$ cat src/rtl/mux_pkg.sv
// Shared definitions for the mux/counter front-end arbiter.
package mux_pkg;

  localparam int unsigned ADDR_W         = 3;
  localparam int unsigned MAX_CH         = 1 << ADDR_W;
  localparam int unsigned DEFAULT_NUM_CH = 7;

  typedef enum logic [1:0] {
    IDLE  = 2'd0,
    GRANT = 2'd1,
    GAP   = 2'd2
  } arb_state_e;

  // Next channel index after idx, wrapping at n.
  function automatic logic [ADDR_W-1:0] wrap_inc(input logic [ADDR_W-1:0] idx,
                                                 input int unsigned        n);
    if (32'(idx) >= n - 1) return '0;
    return idx + 1'b1;
  endfunction

endpackage

$ cat src/rtl/mux_scan_arbiter_rr_pick.sv
// Round-robin candidate search: first set request at or after ptr, wrapping.
module rr_pick
  import mux_pkg::*;
#(
  parameter int unsigned NUM_CH = DEFAULT_NUM_CH
) (
  input  logic [NUM_CH-1:0] req,
  input  logic [ADDR_W-1:0] ptr,
  output logic              any,
  output logic [ADDR_W-1:0] idx
);

  logic [MAX_CH-1:0] req_pad;
  int unsigned       cand;

  // Walk channels starting from ptr; the first hit wins.
  always_comb begin
    any     = 1'b0;
    idx     = '0;
    cand    = 0;
    req_pad = '0;
    req_pad[NUM_CH-1:0] = req;
    for (int unsigned i = 0; i < NUM_CH; i++) begin
      cand = 32'(ptr) + i;
      if (cand >= NUM_CH) cand = cand - NUM_CH;
      if (!any && req_pad[cand[ADDR_W-1:0]]) begin
        any = 1'b1;
        idx = cand[ADDR_W-1:0];
      end
    end
  end

endmodule

$ cat src/rtl/mux_scan_arbiter.sv
// Round-robin owner of the shared 7:1 mux: grants one requester at a time,
// bounds each grant by MAX_HOLD cycles and inserts one dead cycle between owners.
module mux_scan_arbiter
  import mux_pkg::*;
#(
  parameter  int unsigned NUM_CH   = DEFAULT_NUM_CH,
  parameter  int unsigned MAX_HOLD = 8,
  localparam int unsigned HW       = $clog2(MAX_HOLD + 1)
) (
  input  logic              clk,
  input  logic              rst_n,
  input  logic              en,
  input  logic [NUM_CH-1:0] req,
  output logic [NUM_CH-1:0] gnt,
  output logic [ADDR_W-1:0] addr,
  output logic              busy,
  output logic              timeout
);

  arb_state_e        state_q, state_d;
  logic [NUM_CH-1:0] gnt_q, gnt_d;
  logic [ADDR_W-1:0] addr_q, addr_d;
  logic              busy_q, busy_d;
  logic              timeout_q, timeout_d;
  logic [ADDR_W-1:0] ptr_q, ptr_d;
  logic [HW-1:0]     hold_q, hold_d;

  logic              pick_any;
  logic [ADDR_W-1:0] pick_idx;
  logic [MAX_CH-1:0] pick_onehot;
  logic [MAX_CH-1:0] req_pad;
  logic              owner_req;

  rr_pick #(.NUM_CH(NUM_CH)) u_pick (
    .req (req),
    .ptr (ptr_q),
    .any (pick_any),
    .idx (pick_idx)
  );

  assign pick_onehot = MAX_CH'(1) << pick_idx;

  // Owner's request bit, with unused high channels padded to zero.
  always_comb begin
    req_pad = '0;
    req_pad[NUM_CH-1:0] = req;
    owner_req = req_pad[addr_q];
  end

  // Next-state, grant and hold-counter logic.
  always_comb begin
    state_d   = state_q;
    gnt_d     = gnt_q;
    addr_d    = addr_q;
    busy_d    = busy_q;
    timeout_d = 1'b0;
    ptr_d     = ptr_q;
    hold_d    = hold_q;
    case (state_q)
      IDLE, GAP: begin
        gnt_d  = '0;
        busy_d = 1'b0;
        if (en && pick_any) begin
          state_d = GRANT;
          gnt_d   = pick_onehot[NUM_CH-1:0];
          addr_d  = pick_idx;
          busy_d  = 1'b1;
          hold_d  = '0;
        end else begin
          state_d = IDLE;
        end
      end
      GRANT: begin
        hold_d = hold_q + 1'b1;
        // Release has priority over timeout when both happen together.
        if (!owner_req) begin
          state_d = GAP;
          gnt_d   = '0;
          busy_d  = 1'b0;
          ptr_d   = wrap_inc(addr_q, NUM_CH);
        end else if (hold_q == HW'(MAX_HOLD - 1)) begin
          state_d   = GAP;
          gnt_d     = '0;
          busy_d    = 1'b0;
          timeout_d = 1'b1;
          ptr_d     = wrap_inc(addr_q, NUM_CH);
        end
      end
      default: begin
        state_d = IDLE;
        gnt_d   = '0;
        busy_d  = 1'b0;
      end
    endcase
  end

  // State and output registers.
  always_ff @(posedge clk or negedge rst_n) begin
    if (!rst_n) begin
      state_q   <= IDLE;
      gnt_q     <= '0;
      addr_q    <= '0;
      busy_q    <= 1'b0;
      timeout_q <= 1'b0;
      ptr_q     <= '0;
      hold_q    <= '0;
    end else begin
      state_q   <= state_d;
      gnt_q     <= gnt_d;
      addr_q    <= addr_d;
      busy_q    <= busy_d;
      timeout_q <= timeout_d;
      ptr_q     <= ptr_d;
      hold_q    <= hold_d;
    end
  end

  assign gnt     = gnt_q;
  assign addr    = addr_q;
  assign busy    = busy_q;
  assign timeout = timeout_q;

endmodule

$ cat config.mk
export PLATFORM = sky130hd
export DESIGN_NAME = mux_scan_arbiter
export DESIGN_NICKNAME = d
export VERILOG_FILES = /design/src/rtl/mux_pkg.sv /design/src/rtl/mux_scan_arbiter_rr_pick.sv /design/src/rtl/mux_scan_arbiter.sv
export SDC_FILE = /design/constraint.sdc
export NUM_CORES = 1
export LEC_CHECK = 0
export CORE_ASPECT_RATIO = 1.1
export CORE_UTILIZATION = 40
export CTS_BUF_LIST = sky130_fd_sc_hd__clkbuf_4 sky130_fd_sc_hd__clkbuf_8
export DETAILED_ROUTE_END_ITERATION = 6
export PLACE_DENSITY = 0.59
export SYNTH_ARGS = -nofsm -noshare
export SYNTH_HDL_FRONTEND = slang
export SYNTH_SLANG_ARGS = --single-unit
export TNS_END_PERCENT = 5
$ cat constraint.sdc
create_clock -name clk -period 11.5 [get_ports clk]
set_clock_uncertainty 0.2 [all_clocks]
set_input_delay 2.3 -clock clk [delete_from_list [all_inputs] [get_ports clk]]
set_output_delay 2.3 -clock clk [all_outputs]
set_load 0.02 [all_outputs]
# --- Word level (Yosys, flattened, before mapping) ---
# Cells that the tools add are included.
classes:
  addsub: 15
  magnitude_cmp: 16
  n_eq_ne: 6
  shifts: 1
  mux: 65
  n_reduce_logical: 19
op_table:
  columns: ["operator", "count"]
  rows:
  - ["$mux W3", 19]
  - ["$lt A3 B4 Y1 const B", 8]
  - ["$mux W1", 28]
  - ["$bmux W1 S3", 8]
  - ["$ge A4 B3 Y1 const B", 6]
  - ["$mux W7", 3]
  - ["$sub A3 B3 Y3 const B", 7]
  - ["$pmux W7 S2", 1]
  - ["$add A3 B3 Y4 const B", 3]
  - ["$add A3 B2 Y4 const B", 2]
  - ["$pmux W4 S2", 1]
  - ["$logic_and A1 B1 Y1", 7]
  - ["$shl A1 B3 Y7 const A", 1]
  - ["$ge A3 B3 Y1 const B", 2]
  - ["$logic_not A1 Y1", 6]
  - ["$reduce_and A2 Y1", 3]
  - ["$add A3 B1 Y4 const B", 1]
  - ["$add A4 B1 Y4 const B", 1]
  - ["$eq A4 B3 Y1 const B", 1]
  - ["$mux W2", 2]
  - ["$mux W4", 1]
  - ["$pmux W2 S2", 1]
  - ["$add A3 B1 Y3 const B", 1]
  - ["$ne A3 B3 Y1 const B", 1]
  - ["8 further kinds", 8]
totals:
  reg_bits: 21

# --- Logic depth before layout (Yosys ltp) ---
logic_depth:
  ltp_word: 26
  depth_mapped: 17
  ltp_nobuf: 13

# --- Modules after synthesis ---
# From an unflattened synthesis, not the netlist that was laid out.
unflattened:
  cells_unflattened: 269
  hier_area_um2: 2387.3
modules_own_cells:
  columns: ["mod", "n_inst", "cells_each", "area_per_inst_um2", "seq_area_each_um2"]
  rows:
  - ["rr_pick", 1, 187, 1435.1, 0.0]
  - ["mux_scan_arbiter", 1, 82, 952.2, 525.5]

# --- Worst setup path before layout ---
# Ideal clock, no wire load.
synth_path:
  path_kind: "input-to-reg"
  start: "input req[0]"
  end: "register gnt_q[6] (netlist: gnt[6])"
  t_arrival_ps: 4673
  required_ps: 11178
  path_slack_ps: 6506
  cell_stages: 10
  path_cell_list: "buf_2 -> inv_1 -> a311o_1 -> o41a_1 -> o31ai_4 -> nor3b_2 -> o2111a_1 -> or4_1 -> buf_2 -> a32o_1"
synth_via:
  elab_chain_cells: 24
synth_rtl:
  columns: ["element", "line_no", "text"]
  rows:
  - ["start: declaration", "mux_scan_arbiter.sv:13", "input logic [NUM_CH-1:0] req,"]
  - ["$bmux W1 S3", "mux_scan_arbiter_rr_pick.sv:26", "if (!any && req_pad[cand[ADDR_W-1:0]]) begin"]
  - ["$mux W1 (implied by the code)", "mux_scan_arbiter_rr_pick.sv:26", null]
  - ["$mux W1", "mux_scan_arbiter_rr_pick.sv:26", null]
  - ["$logic_not A1 Y1", "mux_scan_arbiter_rr_pick.sv:26", null]
  - ["$logic_and A1 B1 Y1", "mux_scan_arbiter_rr_pick.sv:26", null]
  - ["$mux W1", "mux_scan_arbiter_rr_pick.sv:26", null]
  - ["$logic_not A1 Y1", "mux_scan_arbiter_rr_pick.sv:26", null]
  - ["$logic_and A1 B1 Y1", "mux_scan_arbiter_rr_pick.sv:26", null]
  - ["[8 not listed]", null, null]
  - ["$logic_and A1 B1 Y1", "mux_scan_arbiter_rr_pick.sv:26", null]
  - ["$mux W1", "mux_scan_arbiter_rr_pick.sv:26", null]
  - ["$logic_not A1 Y1", "mux_scan_arbiter_rr_pick.sv:26", null]
  - ["$logic_and A1 B1 Y1", "mux_scan_arbiter_rr_pick.sv:26", null]
  - ["$mux W3 or $mux W1 (tied branches)", "mux_scan_arbiter_rr_pick.sv:26", null]
  - ["$shl A1 B3 Y7 or $logic_and A1 B1 Y1 (tied branches)", "mux_scan_arbiter.sv:41, mux_scan_arbiter.sv:63", null]
  - ["$mux W7", "mux_scan_arbiter.sv:63", "if (en && pick_any) begin"]
  - ["$pmux W7 S2", "mux_scan_arbiter.sv:59", "case (state_q)"]
  - ["end signal: assignment", "mux_scan_arbiter.sv:109", "gnt_q <= gnt_d;"]
  - ["end: declaration", "mux_scan_arbiter.sv:21", "logic [NUM_CH-1:0] gnt_q, gnt_d;"]
# Several ways; a longest one is shown, not always the timed one. The select of a mux whose other input is x is not followed.
# A chain may end at the register's enable or synchronous reset.

# --- Worst setup path in the final report ---
# Ends and elaborated chain as after synthesis.

==> results by group <==
Critical path
  – CP arrival: 5.52 ns
  – Max FO, Critical Path: 9
  – R2r endpoint: gnt[6]
  – R2R Path Start: ptr_q[0]
  – CP Class: primary input to flip-flop
  – Worst Path Required: 11.45 ns
  – Crit end category: flip-flop
  – R2r setup slk: 6.35 ns
  – Worst-case reg-to-reg path depth: 11
  – Worst Setup Start Kind: primary input

Yosys
  – Leading register cell type out of synthesis: dfrtp_1
  – Mapped Cells: 369
  – Synth Area per Inst: 7.78 sq um
  – Sequential-to-total area share from yosys stat: 18.3%
  – FFs w/ async S/R, synth: 100%
  – Adder-cell share of the synthesized area: 6.80%
  – Mux contribution to synthesized area: 7.63%
  – Top-area cell type share of the netlist area: 18.3%
  – #FFs+latches synth: 21
  – EDFF count, synth: 0
  – Main combinational cell family by area after synthesis: compound AO/OA/AOI/OAI gates
  – Synth Cell Area: 2870 sq um
  – XOR/XNOR Fraction of Synth Area: 2.44%
  – Netlist cell types: 73
  – YS warnings: 0
  – Synth area leaders: dfrtp_1, ha_1, mux2i_1
  – Synth Area in Compound Gates: 30.6%
  – Syn_nets: 394
  – Post-synthesis simple-gate area fraction: 26.7%
  – Largest area contributor in the netlist: dfrtp_1

Worst hold path
  – Hold_sp: busy
  – Hold path depth: 2
  – Hold-critical path endpoint: busy
  – Hold Path Class: flip-flop to flip-flop

Placed design
  – Detailed placement HPWL: 5850 um
  – Placed cell areas: 3050 sq um
  – Input/output buffers: 21
  – Gpl congestion: 0.930

Floorplan
  – Core area: 6970 sq um
  – Starting Density: 41.2%
  – DIE WIDTH: 82.8 um
  – Vert. Die Dim: 90.8 um
  – DIE AREA: 7520 sq um
  – Io pins: 22
  – Num rows: 32

CTS
  – Sink Count: 21
  – CTS Buf Count: 3
  – Hold-fix buffers, CTS: 0
  – Clk Latency, worst-skew pair: 0.25 ns
  – H-tree depth: 1
  – Clk root buf: clkbuf_8
  – Clock-pin slew of the registers on the worst-case setup and hold paths: 0.07 ns
  – CTS tree: yes
  – Postcts setup bufs: 0
  – Deepest clock path buffer count: 2
  – Post-CTS resize count: 0

Detailed routing
  – Post-route ant nets: 0
  – Router iterations before antenna repair: 5
  – Detailed Route Iter0 Violations: 270
  – Via count: 2820
  – Via density: 6.25
  – Drt total wl: 8140 um
  – Remaining DRCs: 0
  – Routed wire length per instance: 18.1 um

Global route
  – Gr busiest metal: met2
  – Met1 Track Usage GR: 31.8%
  – Total gr overflow: 0
  – First-pass GRT wire length: 13600 um
  – Pin count of the biggest net entering global routing: 60
  – Met2 Track Usage GR: 35.7%
  – Grt met3 use: 3.54%
  – Vias in the first global route: 2756
  – Initial antenna violation count: 0
  – Total Routing Usage GR: 22.9%

STA
  – Final period utilization: 48.5%
  – FMAX: 179 MHz
  – Least-Margin Pin Slew: 0.895 ns
  – Fin. Hold Viols: 0
  – Fin crit period: 5.57 ns
  – Max transition margin: 40.2%
  – RSZ-0062 raised after global routing: no
  – Slew Limit Fails: 0
  – Fin Setup TNS: 0 ns
  – Endpoints failing setup: 0

Outcome
  – Status: finished, final reports clean

Finish
  – Final core occ: 44.4%
  – Nets: 392
  – # diodes: 0
  – Layout Area Growth over Synthesis: 7.76%
  – Filler cells: 692
  – Layout cell share with drive strength beyond 1: 6.56%
  – Design area: 3090 sq um

Run
  – Max Cap Viol: 0
## state kept, by name, indices dropped and copies added, names as in the netlist
signal   flops
addr         3
busy         1
gnt          7
hold_q       4
ptr_q        3
state_q      2
timeout      1
## through the flow
stage               setup slack, ns  hold WS (ns)  cells
floorplan                      6.51         0.272    369
global placement               5.73         0.261    447
detailed placement             5.69         0.270    447
CTS                            5.97         0.286    451
global route                   5.72         0.318    451
finish                         5.93         0.278    451
## cell usage after synthesis (6+ instances only)
cell type  count
o21a_1         6
a211oi_1       6
or3_1          8
nand3_1        7
nor2b_1       15
nand3b_1       8
ha_1          14
nand2b_1      12
o211ai_1       7
dfrtp_1       21
inv_1         15
clkbuf_1      10
nor2_1        21
nand2_1       34
a21oi_1       22
o31ai_1        7
mux2i_1       14
buf_2         10
o21ai_0       26
## layout make-up
| cell class | instances | area, sq um | area share [%] |
|---|---|---|---|
| well taps | 85 | 106 | 3.44 |
| inverters | 16 | 60.1 | 1.94 |
| clock buffers | 3 | 41.3 | 1.33 |
| clock inverters | 1 | 5.00 | 0.162 |
| flip-flops and latches | 21 | 526 | 17.0 |
| repair buffers | 23 | 225 | 7.28 |
| multi-input cells | 302 | 2130 | 68.9 |
## worst max-delay path by stage
stage | startpoint | to | slack (ns) | cells past startpoint
finish | req[0] | gnt[6] | 5.93 | 9
global route | req[0] | gnt[0] | 5.72 | 9
CTS | req[0] | gnt[6] | 5.97 | 9
detailed placement | req[0] | gnt[6] | 5.69 | 9
global placement | req[0] | gnt[1] | 5.73 | 9
floorplan | req[0] | gnt[6] | 6.51 | 10
## critical path, cell delays in order
cell,delay (ns)
clkdlybuf4s50_1,0.67
inv_1,0.15
a311o_1,0.31
o41a_1,0.47
o31ai_4,0.37
nor3b_2,0.15
o2111a_1,0.15
or4_1,0.67
a32o_1,0.28
## layer usage
layer / share of wire [%] / vias up
met4: 3.2 / 0
li1: - / 1365
met5: 0 / -
met3: 5.6 / 28
met1: 45 / 1323
met2: 46 / 104
## kinds of logic after synthesis
group                    count (synthesis)
AND/OR/NAND/NOR                        139
buffers and inverters                   46
multiplexers                            18
XOR/XNOR                                 8
flip-flops                              21
adder cells (fa/ha/maj)                 15
AO/OA/AOI/OAI                          122
## layout by cell type (no fill, tap or decap), drive strengths merged, types with 8 or more instances in the layout
| cell | count |
|---|---|
| nor2 | 22 |
| a21oi | 22 |
| nand2b | 12 |
| mux2i | 14 |
| inv | 16 |
| clkdlybuf4s50 | 21 |
| dfrtp | 21 |
| o21ai | 26 |
| ha | 14 |
| nor2b | 15 |
| or3 | 8 |
| o31ai | 8 |
| nand3b | 8 |
| nand2 | 34 |
Power is not shown: default switching activity piles up to over one toggle a cycle in this logic, so the estimate is an artifact.
==> edit 1: new RTL, same settings <==
Encoding of `arb_state_e`: now one-hot (3 bits for 3 states).
--- a/src/rtl/mux_pkg.sv
+++ b/src/rtl/mux_pkg.sv
@@ -7,6 +7,6 @@
 
-  typedef enum logic [1:0] {
-    IDLE  = 2'd0,
-    GRANT = 2'd1,
-    GAP   = 2'd2
+  typedef enum logic [2:0] {
+    IDLE  = 3'b001,
+    GRANT = 3'b010,
+    GAP   = 3'b100
   } arb_state_e;
Check against the original RTL: no difference found for any inputs over 10 cycles, from zero or initial values and one cycle with rst_n low; not proved beyond that.
==> edit 1 against the unedited design <==
- cell area fell by 1.8%
- synthesized area fell by 4.2%
- synthesized cell count fell by 6.8%
- sequential share of layout area rose by 1.2 points
- highest routed layer unchanged
- sequential cell count rose by 1
- critical endpoint is now gnt[0]
- largest cell class unchanged
- wire length fell by 6.8%
- worst setup slack got worse by 0.29 ns
Power is left out: the tool's default activity adds up to more than one toggle a clock period on the data nets, which glitch-free logic cannot reach.
==> edit 1: results <==
metrics = {
    "worst_setup_path": {
        "cp.arrival_ns": 5.81,
        "slowest_stage": "a2111oi_2",
        "crit_family": "compound AO/OA/AOI/OAI gates",
        "critPathMaxStageDelay_ns": 0.92,
        "rr_worst_depth": 12,
        "crit_fanout": 12,
    },
    "grt": {
        "antenna_found_initial": 0,
        "grt_first_pass_wirelength_um": 12600,
        "grt_pass1_vias": 2523,
        "grt_max_degree": 52,
        "grtUsageTotal": 0.225,
    },
    "finish": {
        "nets": 371,
        "num_antenna_cells": 0,
        "largest_reg_flops": 7,
        "fillers": 671,
        "drive_gt1_frac": 0.0841,
    },
    "placed_design": {
        "dp_hpwl_um": 5380,
        "io_buffers": 21,
        "place_congestion": 0.802,
        "dpl_worst_slack_ns": 5.35,
        "placed_cell_area_um2": 2970,
    },
    "yosys": {
        "async_reset_ff_frac": 1.00,
        "postSynthNetCount": 369,
        "synth_cell_types": 65,
        "ys_seq_area_frac": 0.201,
        "synth_ff_type": "dfrtp_1",
        "synth_top_cells_by_area": "dfrtp_1, ha_1, mux2i_1",
        "synth_common_cells": "nand2_1, nor2_1, dfrtp_1, a21oi_1",
        "ys_warn_count": 0,
    },
    "clock_network": {
        "numCtsBuffers": 3,
        "clkSlewWorstSetupHoldPaths_ns": 0.08,
        "clock_path_buffers": 2,
        "postCtsSetupRepairBufs": 0,
        "root_buffer": "clkbuf_8",
        "clk_latency_ns": 0.26,
        "cts_resized": 0,
        "cts_max_level": 1,
    },
    "worst_hold_path": {
        "holdPathStages": 2,
        "hp-class": "flop to flop",
    },
    "drt": {
        "first_pass_iters": 4,
        "vias_per_cell": 6.20,
        "wirelength_um": 7590,
        "drt.antenna.violating_nets": 0,
        "drtIter0Drc": 191,
    },
    "status": {
        "status": "complete, no violations",
    },
    "timing": {
        "tightestPinTransition_ns": 1.07,
    },
}
==> edit 1: changes by cell type in the layout (fill, tap and decap cells not counted), moves of 6 or more <==
cell,delta
a21oi_1,-6
mux2_2,+7
nor3_1,+8
o21ai_0,-15
==> edit 1: through the flow <==
step,utilization,cells
2_1_floorplan,-,344
3_3_place_gp,0.447,423
3_5_place_dp,0.447,423
4_1_cts,0.458,427
5_1_grt,0.458,427
6_report,0.458,427
==> edit 1: tightest hold or removal path, stage by stage (launching register included) <==
cell     delay [ns]
dfrtp_1        0.35
nand2_1        0.05
o41ai_1        0.06
==> edit 1: final timing paths <==
check	from	endpoint	slack, ns
setup / recovery	req[1]	gnt[0]	5.64
hold / removal	gnt[1]	gnt[1]	0.29
setup reg to reg	ptr_q[0]	gnt[0]	6.51
hold reg to reg	gnt[1]	gnt[1]	0.29
max in group asynchronous	rst_n	hold_q[0]	8.16
min in group asynchronous	rst_n	gnt[1]	2.36
==> edit 1: layout make-up <==
| type | instances | area, um2 | share of cell area |
|---|---|---|---|
| Multi-Input combinational cell | 280 | 2020 | 0.666 |
| Tap cell | 82 | 103 | 0.0338 |
| Clock buffer | 3 | 41.3 | 0.0136 |
| Sequential cell | 22 | 552 | 0.182 |
| Inverter | 15 | 56.3 | 0.0185 |
| Clock inverter | 1 | 30.0 | 0.00989 |
| Timing Repair Buffer | 24 | 233 | 0.0766 |
==> edit 1: metal layers <==
metal  GRT usage  part of all wire
met1       0.295              0.44
met5           0                 0
met3      0.0133             0.044
met2       0.383              0.49
met4      0.0974             0.026
==> edit 1: cells by family (layout without fill, tap and decap cells) <==
family          Yosys count  count (layout)  share of synthesized area
mux                      25              25                      0.108
compound gates           99              99                      0.274
xor+xnor                 11              11                     0.0350
fa+ha+maj                15              15                     0.0710
simple gates            130             130                      0.247
buf+inv                  42              43                     0.0641
flops                    22              22                      0.201
==> edit 2: new RTL, same flow settings <==
Without the edit above. Set the parameter `MAX_HOLD` to 16 (it was 8).
--- a/src/rtl/mux_scan_arbiter.sv
+++ b/src/rtl/mux_scan_arbiter.sv
@@ -6,3 +6,3 @@
   parameter  int unsigned NUM_CH   = DEFAULT_NUM_CH,
-  parameter  int unsigned MAX_HOLD = 8,
+  parameter  int unsigned MAX_HOLD = 16,
   localparam int unsigned HW       = $clog2(MAX_HOLD + 1)
Formal check against the unedited RTL: not equivalent (Yosys sat finds a counterexample within 10 cycles, from zero or initial values and one cycle with rst_n low).
==> edit 2 against the unedited design <==
- critical path depth rose by 1
- core utilization grew 0.69 points
- sequential cell count is 1 higher
- cell area is 3.9% higher
- wire length up 6.2%
- worst setup slack worse by 0.20 ns
- synthesized area up 4.6%
- highest routed layer unchanged
Power is left out: the tool's default activity adds up to more than one toggle a clock period on the data nets, which glitch-free logic cannot reach.
==> edit 2: results <==
metrics = {
    "worst_setup_path": {
        "critPathMaxStageDelay_ns": 0.69,
        "slowest_stage": "clkdlybuf4s50_1",
        "cp.arrival_ns": 5.71,
        "crit_family": "compound AO/OA/AOI/OAI gates",
        "crit_fanout": 12,
    },
    "finish": {
        "fillers": 732,
        "largest_reg_flops": 7,
        "num_antenna_cells": 0,
        "nets": 388,
        "drive_gt1_frac": 0.0914,
    },
    "yosys": {
        "synth_common_cells": "nand2_1, o21ai_0, dfrtp_1, a21oi_1, ha_1",
        "ys_seq_area_frac": 0.183,
        "synthAdderAreaFrac": 0.0692,
        "async_reset_ff_frac": 1.00,
        "synthMuxAreaShare": 0.0713,
        "ys_warn_count": 0,
        "yosys.area_share.xor_xnor": 0.0292,
        "synth-compound-area-share": 0.310,
        "synth_top_cells_by_area": "dfrtp_1, ha_1, nand2_1",
        "synth_cell_types": 82,
    },
    "drt": {
        "first_pass_iters": 7,
        "drtIter0Drc": 267,
        "vias_per_cell": 6.53,
        "avgRoutedWirePerCell_um": 19.4,
    },
    "clock_network": {
        "cts_resized": 0,
        "cts_max_level": 1,
        "clock_path_buffers": 2,
        "numCtsBuffers": 3,
        "postCtsSetupRepairBufs": 0,
        "clk_latency_ns": 0.26,
        "clkSlewWorstSetupHoldPaths_ns": 0.08,
        "root_buffer": "clkbuf_8",
    },
    "timing": {
        "maxSlewHeadroom": 0.329,
        "drv_slew": 0,
        "tns_ns": 0,
    },
    "worst_hold_path": {
        "hp-class": "flop to flop",
    },
    "grt": {
        "grt_first_pass_wirelength_um": 14700,
        "antenna_found_initial": 0,
        "grt_pass1_vias": 2901,
        "grtUsageTotal": 0.229,
        "grt_max_degree": 58,
    },
    "status": {
        "status": "complete, no violations",
    },
    "placed_design": {
        "place_congestion": 0.940,
        "dp_hpwl_um": 6180,
        "io_buffers": 21,
    },
}
## edit 2: cell types whose count changed after synthesis, sizes merged, moves of 5 or more
cell / delta
nor2: -10
nor2b: -6
a221o: +6
o31ai: -5
nor3: +6
## edit 2: area by class of cell
cell class	instances	area [um2]	area share
Clock buffer	3	41.3	0.0129
Clock inverter	1	30.0	0.00935
Inverter	14	52.6	0.0164
Multi-Input combinational cell	299	2210	0.689
Sequential cell	22	552	0.172
Tap cell	85	106	0.0331
Timing Repair Buffer	22	218	0.0678
## edit 2: stage by stage
step	util	worst slack [ns]	area (um2)	cells	hold slack [ns]
5_1_grt	0.451	5.46	3210	446	0.305
2_1_floorplan	-	6.46	3000	364	0.264
4_1_cts	0.451	5.81	3210	446	0.290
6_report	0.451	5.73	3210	446	0.289
3_3_place_gp	0.441	5.59	3140	442	0.270
3_5_place_dp	0.441	5.56	3140	442	0.264
## edit 2: metal layers
metal  wire length [um]  share of wire  vias up  GRT usage
met1               4040           0.47     1400      0.309
met3                390          0.045       18     0.0152
met5                  0              0        -          0
met2               3980           0.46      105      0.390
met4                229          0.026        0     0.0692
li1                   -              -     1388          -
## edit 2: final timing paths
| kind | startpoint | to | slack (ns) | cells past startpoint |
|---|---|---|---|---|
| setup / recovery | req[3] | gnt[2] | 5.73 | 10 |
| hold / removal | gnt[0] | gnt[0] | 0.29 | 2 |
| setup reg to reg | ptr_q[0] | gnt[2] | 6.41 | 12 |
| hold reg to reg | gnt[0] | gnt[0] | 0.29 | 2 |
| max in group asynchronous | rst_n | ptr_q[0] | 8.05 | 1 |
| min in group asynchronous | rst_n | hold_q[4] | 2.38 | 1 |
